<file path="src/rtl/pcw_loader_pkg.sv">
// Shared types for the boot-loader download sink: loader FSM states, the
// buffered {address, byte} entry and default sizing.
package pcw_loader_pkg;

    localparam int LOADER_FIFO_DEPTH = 4;
    localparam int LOADER_ADDR_W     = 16;

    typedef enum logic [1:0] {
        IDLE  = 2'd0,
        LOAD  = 2'd1,
        DRAIN = 2'd2,
        EXEC  = 2'd3
    } loader_state_t;

    typedef struct packed {
        logic [LOADER_ADDR_W-1:0] addr;
        logic [7:0]               data;
    } loader_entry_t;

endpackage

</file>
<file path="src/rtl/boot_download_sink_if.sv">
// Download stream and RAM write port of the boot-loader sink. The environment
// (byte source + RAM arbiter) uses the master modport, the sink uses slave.
interface boot_download_sink_if #(
    parameter int ADDR_W = 16
);
    // Handshakes: dn_wr is a one-cycle valid with no ready; dn_wait is a
    // registered stop hint that leaves one cycle of slack. On the RAM side
    // mem_req is valid and mem_ack is ready: a write transfers in any cycle
    // where both are high, and mem_addr/mem_wdata hold while mem_req waits.
    logic              dn_go;
    logic              dn_wr;
    logic [ADDR_W-1:0] dn_addr;
    logic [7:0]        dn_data;
    logic              dn_wait;
    logic [ADDR_W-1:0] execute_addr;
    logic              execute_enable;
    logic              mem_req;
    logic [ADDR_W-1:0] mem_addr;
    logic [7:0]        mem_wdata;
    logic              mem_ack;

    modport master (
        output dn_go, dn_wr, dn_addr, dn_data, execute_addr, execute_enable, mem_ack,
        input  dn_wait, mem_req, mem_addr, mem_wdata
    );

    modport slave (
        input  dn_go, dn_wr, dn_addr, dn_data, execute_addr, execute_enable, mem_ack,
        output dn_wait, mem_req, mem_addr, mem_wdata
    );

endinterface

</file>
<file path="src/rtl/loader_fifo.sv">
// Synchronous FIFO for download entries. almost_full_o looks ahead: it reflects
// the occupancy after this cycle's push/pop so the owner can register it.
module loader_fifo
    import pcw_loader_pkg::*;
#(
    parameter int  DEPTH   = LOADER_FIFO_DEPTH,
    parameter type entry_t = loader_entry_t,
    localparam int PTR_W   = $clog2(DEPTH),
    localparam int CNT_W   = PTR_W + 1
) (
    input  logic             clk_i,
    input  logic             rst_i,
    input  logic             push_i,
    input  entry_t           wdata_i,
    input  logic             pop_i,
    output entry_t           rdata_o,
    output logic             full_o,
    output logic             almost_full_o,
    output logic             empty_o,
    output logic [CNT_W-1:0] count_o
);

    entry_t           mem_q [DEPTH];
    logic [PTR_W-1:0] wr_ptr_q, rd_ptr_q;
    logic [CNT_W-1:0] count_q, count_d;
    logic             do_push, do_pop;

    assign full_o  = (count_q == CNT_W'(DEPTH));
    assign empty_o = (count_q == '0);
    assign do_push = push_i && !full_o;
    assign do_pop  = pop_i && !empty_o;

    always_comb begin
        count_d = count_q;
        case ({do_push, do_pop})
            2'b10:   count_d = count_q + CNT_W'(1);
            2'b01:   count_d = count_q - CNT_W'(1);
            default: count_d = count_q;
        endcase
    end

    assign almost_full_o = (count_d >= CNT_W'(DEPTH - 1));
    assign count_o       = count_q;
    assign rdata_o       = mem_q[rd_ptr_q];

    always_ff @(posedge clk_i) begin
        if (rst_i) begin
            wr_ptr_q <= '0;
            rd_ptr_q <= '0;
            count_q  <= '0;
        end else begin
            if (do_push) wr_ptr_q <= wr_ptr_q + PTR_W'(1);
            if (do_pop)  rd_ptr_q <= rd_ptr_q + PTR_W'(1);
            count_q <= count_d;
        end
    end

    // Storage needs no reset; occupancy is tracked by the pointers.
    always_ff @(posedge clk_i) begin
        if (do_push) mem_q[wr_ptr_q] <= wdata_i;
    end

endmodule

</file>
<file path="src/rtl/boot_download_sink.sv">
// Boot-loader download sink: buffers {addr, byte} pairs, writes them to RAM,
// holds the CPU during the load and optionally jump-starts it afterwards.
module boot_download_sink
    import pcw_loader_pkg::*;
#(
    parameter int FIFO_DEPTH = LOADER_FIFO_DEPTH,
    parameter int ADDR_W     = LOADER_ADDR_W
) (
    input  logic                 clk_sys,
    input  logic                 reset,
    boot_download_sink_if.slave  bus,
    output logic                 cpu_hold,
    output logic                 exec_start,
    output logic [ADDR_W-1:0]    exec_pc,
    output logic                 busy,
    output logic                 overflow_err,
    output logic [ADDR_W:0]      byte_count
);

    localparam int BCNT_W = ADDR_W + 1;
    localparam int FCNT_W = $clog2(FIFO_DEPTH) + 1;

    typedef struct packed {
        logic [ADDR_W-1:0] addr;
        logic [7:0]        data;
    } entry_t;

    loader_state_t     state_q, state_d;
    logic              dn_go_q, go_rise;
    logic              cpu_hold_q, cpu_hold_d;
    logic              exec_pending_q, exec_pending_d;
    logic [ADDR_W-1:0] exec_pc_q, exec_pc_d;
    logic              overflow_q, overflow_d;
    logic [BCNT_W-1:0] byte_count_q, byte_count_d;
    logic              dn_wait_q;

    logic              fifo_push, fifo_pop;
    logic              fifo_full, fifo_almost_full, fifo_empty;
    logic [FCNT_W-1:0] fifo_count;
    entry_t            fifo_wdata, fifo_head;

    assign go_rise         = bus.dn_go && !dn_go_q;
    assign fifo_push       = (state_q == LOAD) && bus.dn_wr;
    assign fifo_pop        = bus.mem_req && bus.mem_ack;
    assign fifo_wdata.addr = bus.dn_addr;
    assign fifo_wdata.data = bus.dn_data;

    loader_fifo #(
        .DEPTH   (FIFO_DEPTH),
        .entry_t (entry_t)
    ) u_fifo (
        .clk_i         (clk_sys),
        .rst_i         (reset),
        .push_i        (fifo_push),
        .wdata_i       (fifo_wdata),
        .pop_i         (fifo_pop),
        .rdata_o       (fifo_head),
        .full_o        (fifo_full),
        .almost_full_o (fifo_almost_full),
        .empty_o       (fifo_empty),
        .count_o       (fifo_count)
    );

    assign bus.mem_req   = !fifo_empty;
    assign bus.mem_addr  = fifo_head.addr;
    assign bus.mem_wdata = fifo_head.data;
    assign bus.dn_wait   = dn_wait_q;

    always_comb begin
        state_d        = state_q;
        cpu_hold_d     = cpu_hold_q;
        exec_pending_d = exec_pending_q;
        exec_pc_d      = exec_pc_q;
        overflow_d     = overflow_q;
        byte_count_d   = byte_count_q;
        exec_start     = 1'b0;

        if (fifo_pop && (byte_count_q != '1)) byte_count_d = byte_count_q + BCNT_W'(1);
        if (fifo_push && fifo_full) overflow_d = 1'b1;
        if (((state_q == LOAD) || (state_q == DRAIN)) && bus.execute_enable) begin
            exec_pending_d = 1'b1;
            exec_pc_d      = bus.execute_addr;
        end

        case (state_q)
            IDLE: begin
                if (go_rise) begin
                    state_d        = LOAD;
                    cpu_hold_d     = 1'b1;
                    byte_count_d   = '0;
                    overflow_d     = 1'b0;
                    exec_pending_d = 1'b0;
                end
            end
            LOAD: begin
                if (!bus.dn_go) state_d = DRAIN;
            end
            DRAIN: begin
                // A request arriving in the final drain cycle still counts.
                if (go_rise) begin
                    state_d        = LOAD;
                    exec_pending_d = 1'b0;
                end else if (fifo_count == '0) begin
                    state_d        = exec_pending_d ? EXEC : IDLE;
                    cpu_hold_d     = 1'b0;
                    exec_pending_d = 1'b0;
                end
            end
            EXEC: begin
                exec_start = 1'b1;
                state_d    = IDLE;
            end
            default: state_d = IDLE;
        endcase
    end

    always_ff @(posedge clk_sys) begin
        if (reset) begin
            state_q        <= IDLE;
            dn_go_q        <= 1'b0;
            cpu_hold_q     <= 1'b0;
            exec_pending_q <= 1'b0;
            exec_pc_q      <= '0;
            overflow_q     <= 1'b0;
            byte_count_q   <= '0;
            dn_wait_q      <= 1'b0;
        end else begin
            state_q        <= state_d;
            dn_go_q        <= bus.dn_go;
            cpu_hold_q     <= cpu_hold_d;
            exec_pending_q <= exec_pending_d;
            exec_pc_q      <= exec_pc_d;
            overflow_q     <= overflow_d;
            byte_count_q   <= byte_count_d;
            dn_wait_q      <= fifo_almost_full;
        end
    end

    assign cpu_hold     = cpu_hold_q;
    assign busy         = (state_q != IDLE);
    assign overflow_err = overflow_q;
    assign byte_count   = byte_count_q;
    assign exec_pc      = (state_q == EXEC) ? exec_pc_q : '0;

endmodule

</file>
<file path="src/flat_wrapper.sv">
// flat-port wrapper written by rule: the top's interface ports become plain ports
module boot_download_sink_flat import pcw_loader_pkg::*;
#(
    parameter int FIFO_DEPTH = LOADER_FIFO_DEPTH,
    parameter int ADDR_W     = LOADER_ADDR_W
)
  (clk_sys, reset, cpu_hold, exec_start, exec_pc, busy, overflow_err, byte_count, bus_dn_go, bus_dn_wr, bus_dn_addr, bus_dn_data, bus_execute_addr, bus_execute_enable, bus_mem_ack, bus_dn_wait, bus_mem_req, bus_mem_addr, bus_mem_wdata);
  boot_download_sink_if #(.ADDR_W(ADDR_W)) bus_i ();
  input  logic clk_sys;
  input  logic reset;
  output logic cpu_hold;
  output logic exec_start;
  output logic [ADDR_W-1:0] exec_pc;
  output logic busy;
  output logic overflow_err;
  output logic [ADDR_W:0] byte_count;
  input wire logic [$bits(bus_i.dn_go)-1:0] bus_dn_go;
  input wire logic [$bits(bus_i.dn_wr)-1:0] bus_dn_wr;
  input wire logic [$bits(bus_i.dn_addr)-1:0] bus_dn_addr;
  input wire logic [$bits(bus_i.dn_data)-1:0] bus_dn_data;
  input wire logic [$bits(bus_i.execute_addr)-1:0] bus_execute_addr;
  input wire logic [$bits(bus_i.execute_enable)-1:0] bus_execute_enable;
  input wire logic [$bits(bus_i.mem_ack)-1:0] bus_mem_ack;
  output wire logic [$bits(bus_i.dn_wait)-1:0] bus_dn_wait;
  output wire logic [$bits(bus_i.mem_req)-1:0] bus_mem_req;
  output wire logic [$bits(bus_i.mem_addr)-1:0] bus_mem_addr;
  output wire logic [$bits(bus_i.mem_wdata)-1:0] bus_mem_wdata;
  assign bus_i.dn_go = bus_dn_go;
  assign bus_i.dn_wr = bus_dn_wr;
  assign bus_i.dn_addr = bus_dn_addr;
  assign bus_i.dn_data = bus_dn_data;
  assign bus_i.execute_addr = bus_execute_addr;
  assign bus_i.execute_enable = bus_execute_enable;
  assign bus_i.mem_ack = bus_mem_ack;
  assign bus_dn_wait = bus_i.dn_wait;
  assign bus_mem_req = bus_i.mem_req;
  assign bus_mem_addr = bus_i.mem_addr;
  assign bus_mem_wdata = bus_i.mem_wdata;
  boot_download_sink #(.FIFO_DEPTH(FIFO_DEPTH), .ADDR_W(ADDR_W)) u_core (.clk_sys(clk_sys), .reset(reset), .bus(bus_i), .cpu_hold(cpu_hold), .exec_start(exec_start), .exec_pc(exec_pc), .busy(busy), .overflow_err(overflow_err), .byte_count(byte_count));
endmodule
</file>
<file path="config.mk">
export PLATFORM = sky130hd
export DESIGN_NAME = boot_download_sink_flat
export DESIGN_NICKNAME = d
export VERILOG_FILES = /design/src/rtl/pcw_loader_pkg.sv /design/src/rtl/boot_download_sink_if.sv /design/src/rtl/loader_fifo.sv /design/src/rtl/boot_download_sink.sv /design/src/flat_wrapper.sv
export SDC_FILE = /design/constraint.sdc
export NUM_CORES = 1
export LEC_CHECK = 0
export BUFFER_PORTS_ARGS = -buffer_cell sky130_fd_sc_hd__buf_2
export CORE_ASPECT_RATIO = 1.2
export CORE_UTILIZATION = 50
export DETAILED_ROUTE_END_ITERATION = 8
export GPL_TIMING_DRIVEN = 0
export PLACE_DENSITY = 0.73
export SETUP_SLACK_MARGIN = 0.02
export SLEW_MARGIN = 25
export SYNTH_ARGS = -nofsm -noshare
export SYNTH_HDL_FRONTEND = slang
export SYNTH_SLANG_ARGS = --single-unit
</file>
<file path="constraint.sdc">
create_clock -name clk_sys -period 4.62 [get_ports clk_sys]
set_input_delay 0.693 -clock clk_sys [delete_from_list [all_inputs] [get_ports clk_sys]]
set_output_delay 0.693 -clock clk_sys [all_outputs]
set_load 0.01 [all_outputs]
</file>
==> PnR_summary.wiki <==
{| class="wikitable"
! Metric !! Value
|-
| Status || completed
|-
| Routed WL per cell || 15.0 µm
|-
| Warning count from the yosys run || 0
|-
| Startpoint of the lowest-slack register-to-register path || u_core.state_q[1]
|-
| Die X-Extent || 99.6 µm
|-
| Post-layout nets || 582
|-
| Number of H-tree branching levels || 4
|-
| Classification of the worst setup path || register to output pin
|-
| Global-route track usage on met2 || 0.316
|-
| Final core utilization || 0.636
|-
| Total via count in the routed design || about 3,600
|-
| Met3 GRT Util || 0.0487
|-
| Min cycle time layout || a little under 3 ns
|-
| Min-delay src || u_core.exec_pc_q[3]
|-
| Vias per inst || roughly 5.3
|-
| Number of pins exceeding their max-slew limit in the final report || 0
|-
| Post-DRT Antenna Nets || 0
|-
| Average size of a mapped cell || between 10 and 15 µm²
|-
| Multiplexer share of the synthesized area || 0.0981
|-
| Largest fanout on the critical path || 10
|-
| DRT iter0 DRCs || 133
|-
| Post-synthesis share of cell area spent on xor and xnor gates || 0.0184
|-
| Vertical die dimension || between 100 and 150 µm
|-
| Adder-cell share of the synthesized area || 0.0276
|-
| Number of standard-cell rows in the floorplan || 42
|-
| P&R area growth vs syn || 23.5%
|-
| Total of cells resized after clock tree synthesis || 0
|-
| CP Capture Type || output pin
|-
| Post-CTS Setup Bufs || 0
|-
| Post-synthesis register bit count || between 100 and 150
|-
| Worst-case vdd ir drop || 334 µV
|-
| Maximum buffer depth of the clock tree || 2
|-
| Total negative slack for setup checks || 0 ns
|-
| Pin count of the biggest net entering global routing || 25
|-
| Power density relative to cell area || between 500 and 600 mW/mm²
|-
| Fraction of the mapped netlist area in compound gates || 0.0543
|-
| Clock-pin slew reported for the worst setup and hold paths after clock tree synthesis || ~0.06 ns
|-
| Wire length of the first global-routing pass || 16,900 µm
|-
| Synth async-reset ratio || 0
|-
| Global-route usage over all layers || 0.186
|-
| Count of hold buffers inserted by post-cts repair || 0
|-
| Pre-antenna DRT Iters || 4
|-
| Number of buffers added by the clock tree synthesis step || 17
|-
| Worst path cell trace || clkbuf_1 -> buf_2 -> mux4_2 -> buf_2
|-
| Setup-violating endpoint count in the final report || 0
|-
| Share of final-layout standard cells stronger than drive strength 1 || 0.326
|-
| Standard cell core area || 0.0111 mm²
|-
| Met1 Usage GRT || 0.233
|-
| Headroom to the max-slew limit || 0.546
|-
| Commonest cells in the synthesized netlist || edfxtp_1, dfxtp_1, nand2_1
|-
| Nature of the critical path startpoint || register
|-
| Routed WL || 10,300 µm
|-
| Slowest stage delay, CP || 0.56 ns
|-
| Post-Synth Simple-Gate Area || 0.107
|-
| Area of the die || 0.0119 mm²
|-
| Synthesized Nets || approximately 460
|-
| Number of antenna cells inserted || 0
|-
| Via count of the first global-routing pass || between 3,000 and 4,000
|-
| CP max stage cell || mux4_2
|-
| GRT Max-Usage Layer || met2
|-
| Share of the clock period used by the worst path after layout || 0.625
|-
| Critical path data arrival time || 2.20 ns
|-
| Reported max-cap violation count || 0
|-
| Final weighted congestion in routability-driven placement || around 0.78
|-
| Number of enable-type register cells in the synthesized netlist || 96
|-
| Cell type with the highest aggregate area in the netlist || edfxtp_1
|-
| Synth top area cells || edfxtp_1, dfxtp_1, mux4_2
|-
| Final non-filler cell area || 0.00705 mm²
|-
| Clk sink count || 145
|-
| Post-Synthesis Cells || ~400
|-
| Detailed Place HPWL || slightly below 7000 µm
|-
| CTS Root Buffer Type || clkbuf_16
|-
| Portion of synthesized cell area occupied by the leading cell type || 0.505
|-
| Overall power after layout || about 0.0035 W
|-
| Number of input and output port buffers inserted || ~110
|-
| Slew at the pin closest to its max-slew limit || 0.682 ns
|-
| Number of antenna violations at the first check in global routing || 0
|-
| Leak pwr || between 2 and 3 nW
|-
| Remaining design rule violation count || 0
|-
| Clock latency on the worst-skew pair || 0.41 ns
|-
| Share of synthesized area occupied by flip-flops and latches || 0.676
|-
| Path type of the worst min-delay path || register to register
|-
| Grt ovf || 0
|-
| Clock tree from TritonCTS || done
|-
| RSZ-0062 raised after global routing || false
|-
| Count of unique library cells instantiated by Yosys || 40
|-
| Most frequent cell on the critical path || buf_2
|-
| Syn Std Cell Area || 0.00571 mm²
|-
| FMAX || 0.346 GHz
|-
| Primary FF master, synth || edfxtp_1
|-
| CP Data Required Time || 3.93 ns
|-
| Initial core utilization || 0.515
|-
| Final hold violation count || 0
|-
| Placed inst area || 0.00645 mm²
|-
| Number of top-level pins || 109
|-
| Largest family of logic cells by synthesized area || simple AND/OR/NAND/NOR gates
|-
| Largest clock skew in the final design || 0.0168 ns
|-
| Most numerous cell in the Yosys netlist || edfxtp_1
|-
| Fillcell total || 838
|}
worst max-delay path: cells and delay by family (launching register included):
kind	cells	cell delay, ns
DFF	1	0.30
buffers and inverters	3	0.94
muxes	1	0.56
cells by family after synthesis:
| logic type | Yosys count |
|---|---|
| compound gates | 54 |
| xor+xnor | 12 |
| fa+ha+maj | 12 |
| buf+inv | 27 |
| flops | 145 |
| mux | 26 |
| simple gates | 121 |
final cells by class:
cell class,count,area [µm²],area share
inverter,8,30.0,0.00426
tap,154,193,0.0273
buffer,19,75.1,0.0106
multi-input combinational,225,1750,0.248
timing repair buffer,108,541,0.0766
sequential,145,3860,0.548
clock buffer,17,425,0.0603
clock inverter,14,178,0.0252
layout by cell type (no fill, tap or decap), drive strengths merged, types with 4 or more instances in the layout:
cell,n
o21ai,9
nand2,43
xor2,5
and2,22
dfxtp,49
inv,13
xnor2,7
or3,9
nor2,18
buf,112
a21oi,33
nand4,6
edfxtp,96
ha,11
nand3,6
clkbuf,32
clkinv,4
o31ai,4
mux4,24
metrics by stage:
step           worst slack (ns)  std cells  hold WS (ns)
2_1_floorplan              2.13        397         0.432
3_3_place_gp               1.86        659         0.439
3_5_place_dp               1.78        659         0.445
4_1_cts                    1.63        690         0.452
5_1_grt                    1.53        690         0.476
6_report                   1.73        690         0.448
path summary, 6_finish.rpt:
kind | endpoint | slack, ns | depth (start not counted)
hold reg to reg | u_core.exec_pc_q[3] | 0.45 | 2
setup / recovery | bus_mem_wdata[5] | 1.73 | 4
setup reg to reg | u_core.bus.dn_wait | 1.92 | 11
hold / removal | u_core.exec_pc_q[3] | 0.45 | 2
sequential cells by signal (all words and copies together) (netlist names), named ones only:
register	flops
u_core.state_q	2
u_core.bus.dn_wait	1
u_core.byte_count	17
u_core.u_fifo.count_o	3
u_core.dn_go_q	1
u_core.cpu_hold	1
u_core.u_fifo.wr_ptr_q	2
u_core.overflow_err	1
u_core.u_fifo.mem_q	96
u_core.u_fifo.rd_ptr_q	2
u_core.exec_pc_q	16
u_core.exec_pending_q	1
where the power goes:
group	total [W]	internal [W]	switching [W]
combinational	0.000641	0.000291	0.000350
sequential	0.00153	0.00148	0.0000488
clock	0.00137	0.000854	0.000518
metal layers:
metal | vias to the layer above | wire length, µm
met3 | 9 | 457
met1 | 1780 | 4450
met2 | 98 | 5350
met5 | - | 0
li1 | 1741 | -
met4 | 0 | 80
No activity file was read; power rests on OpenSTA's default activity.
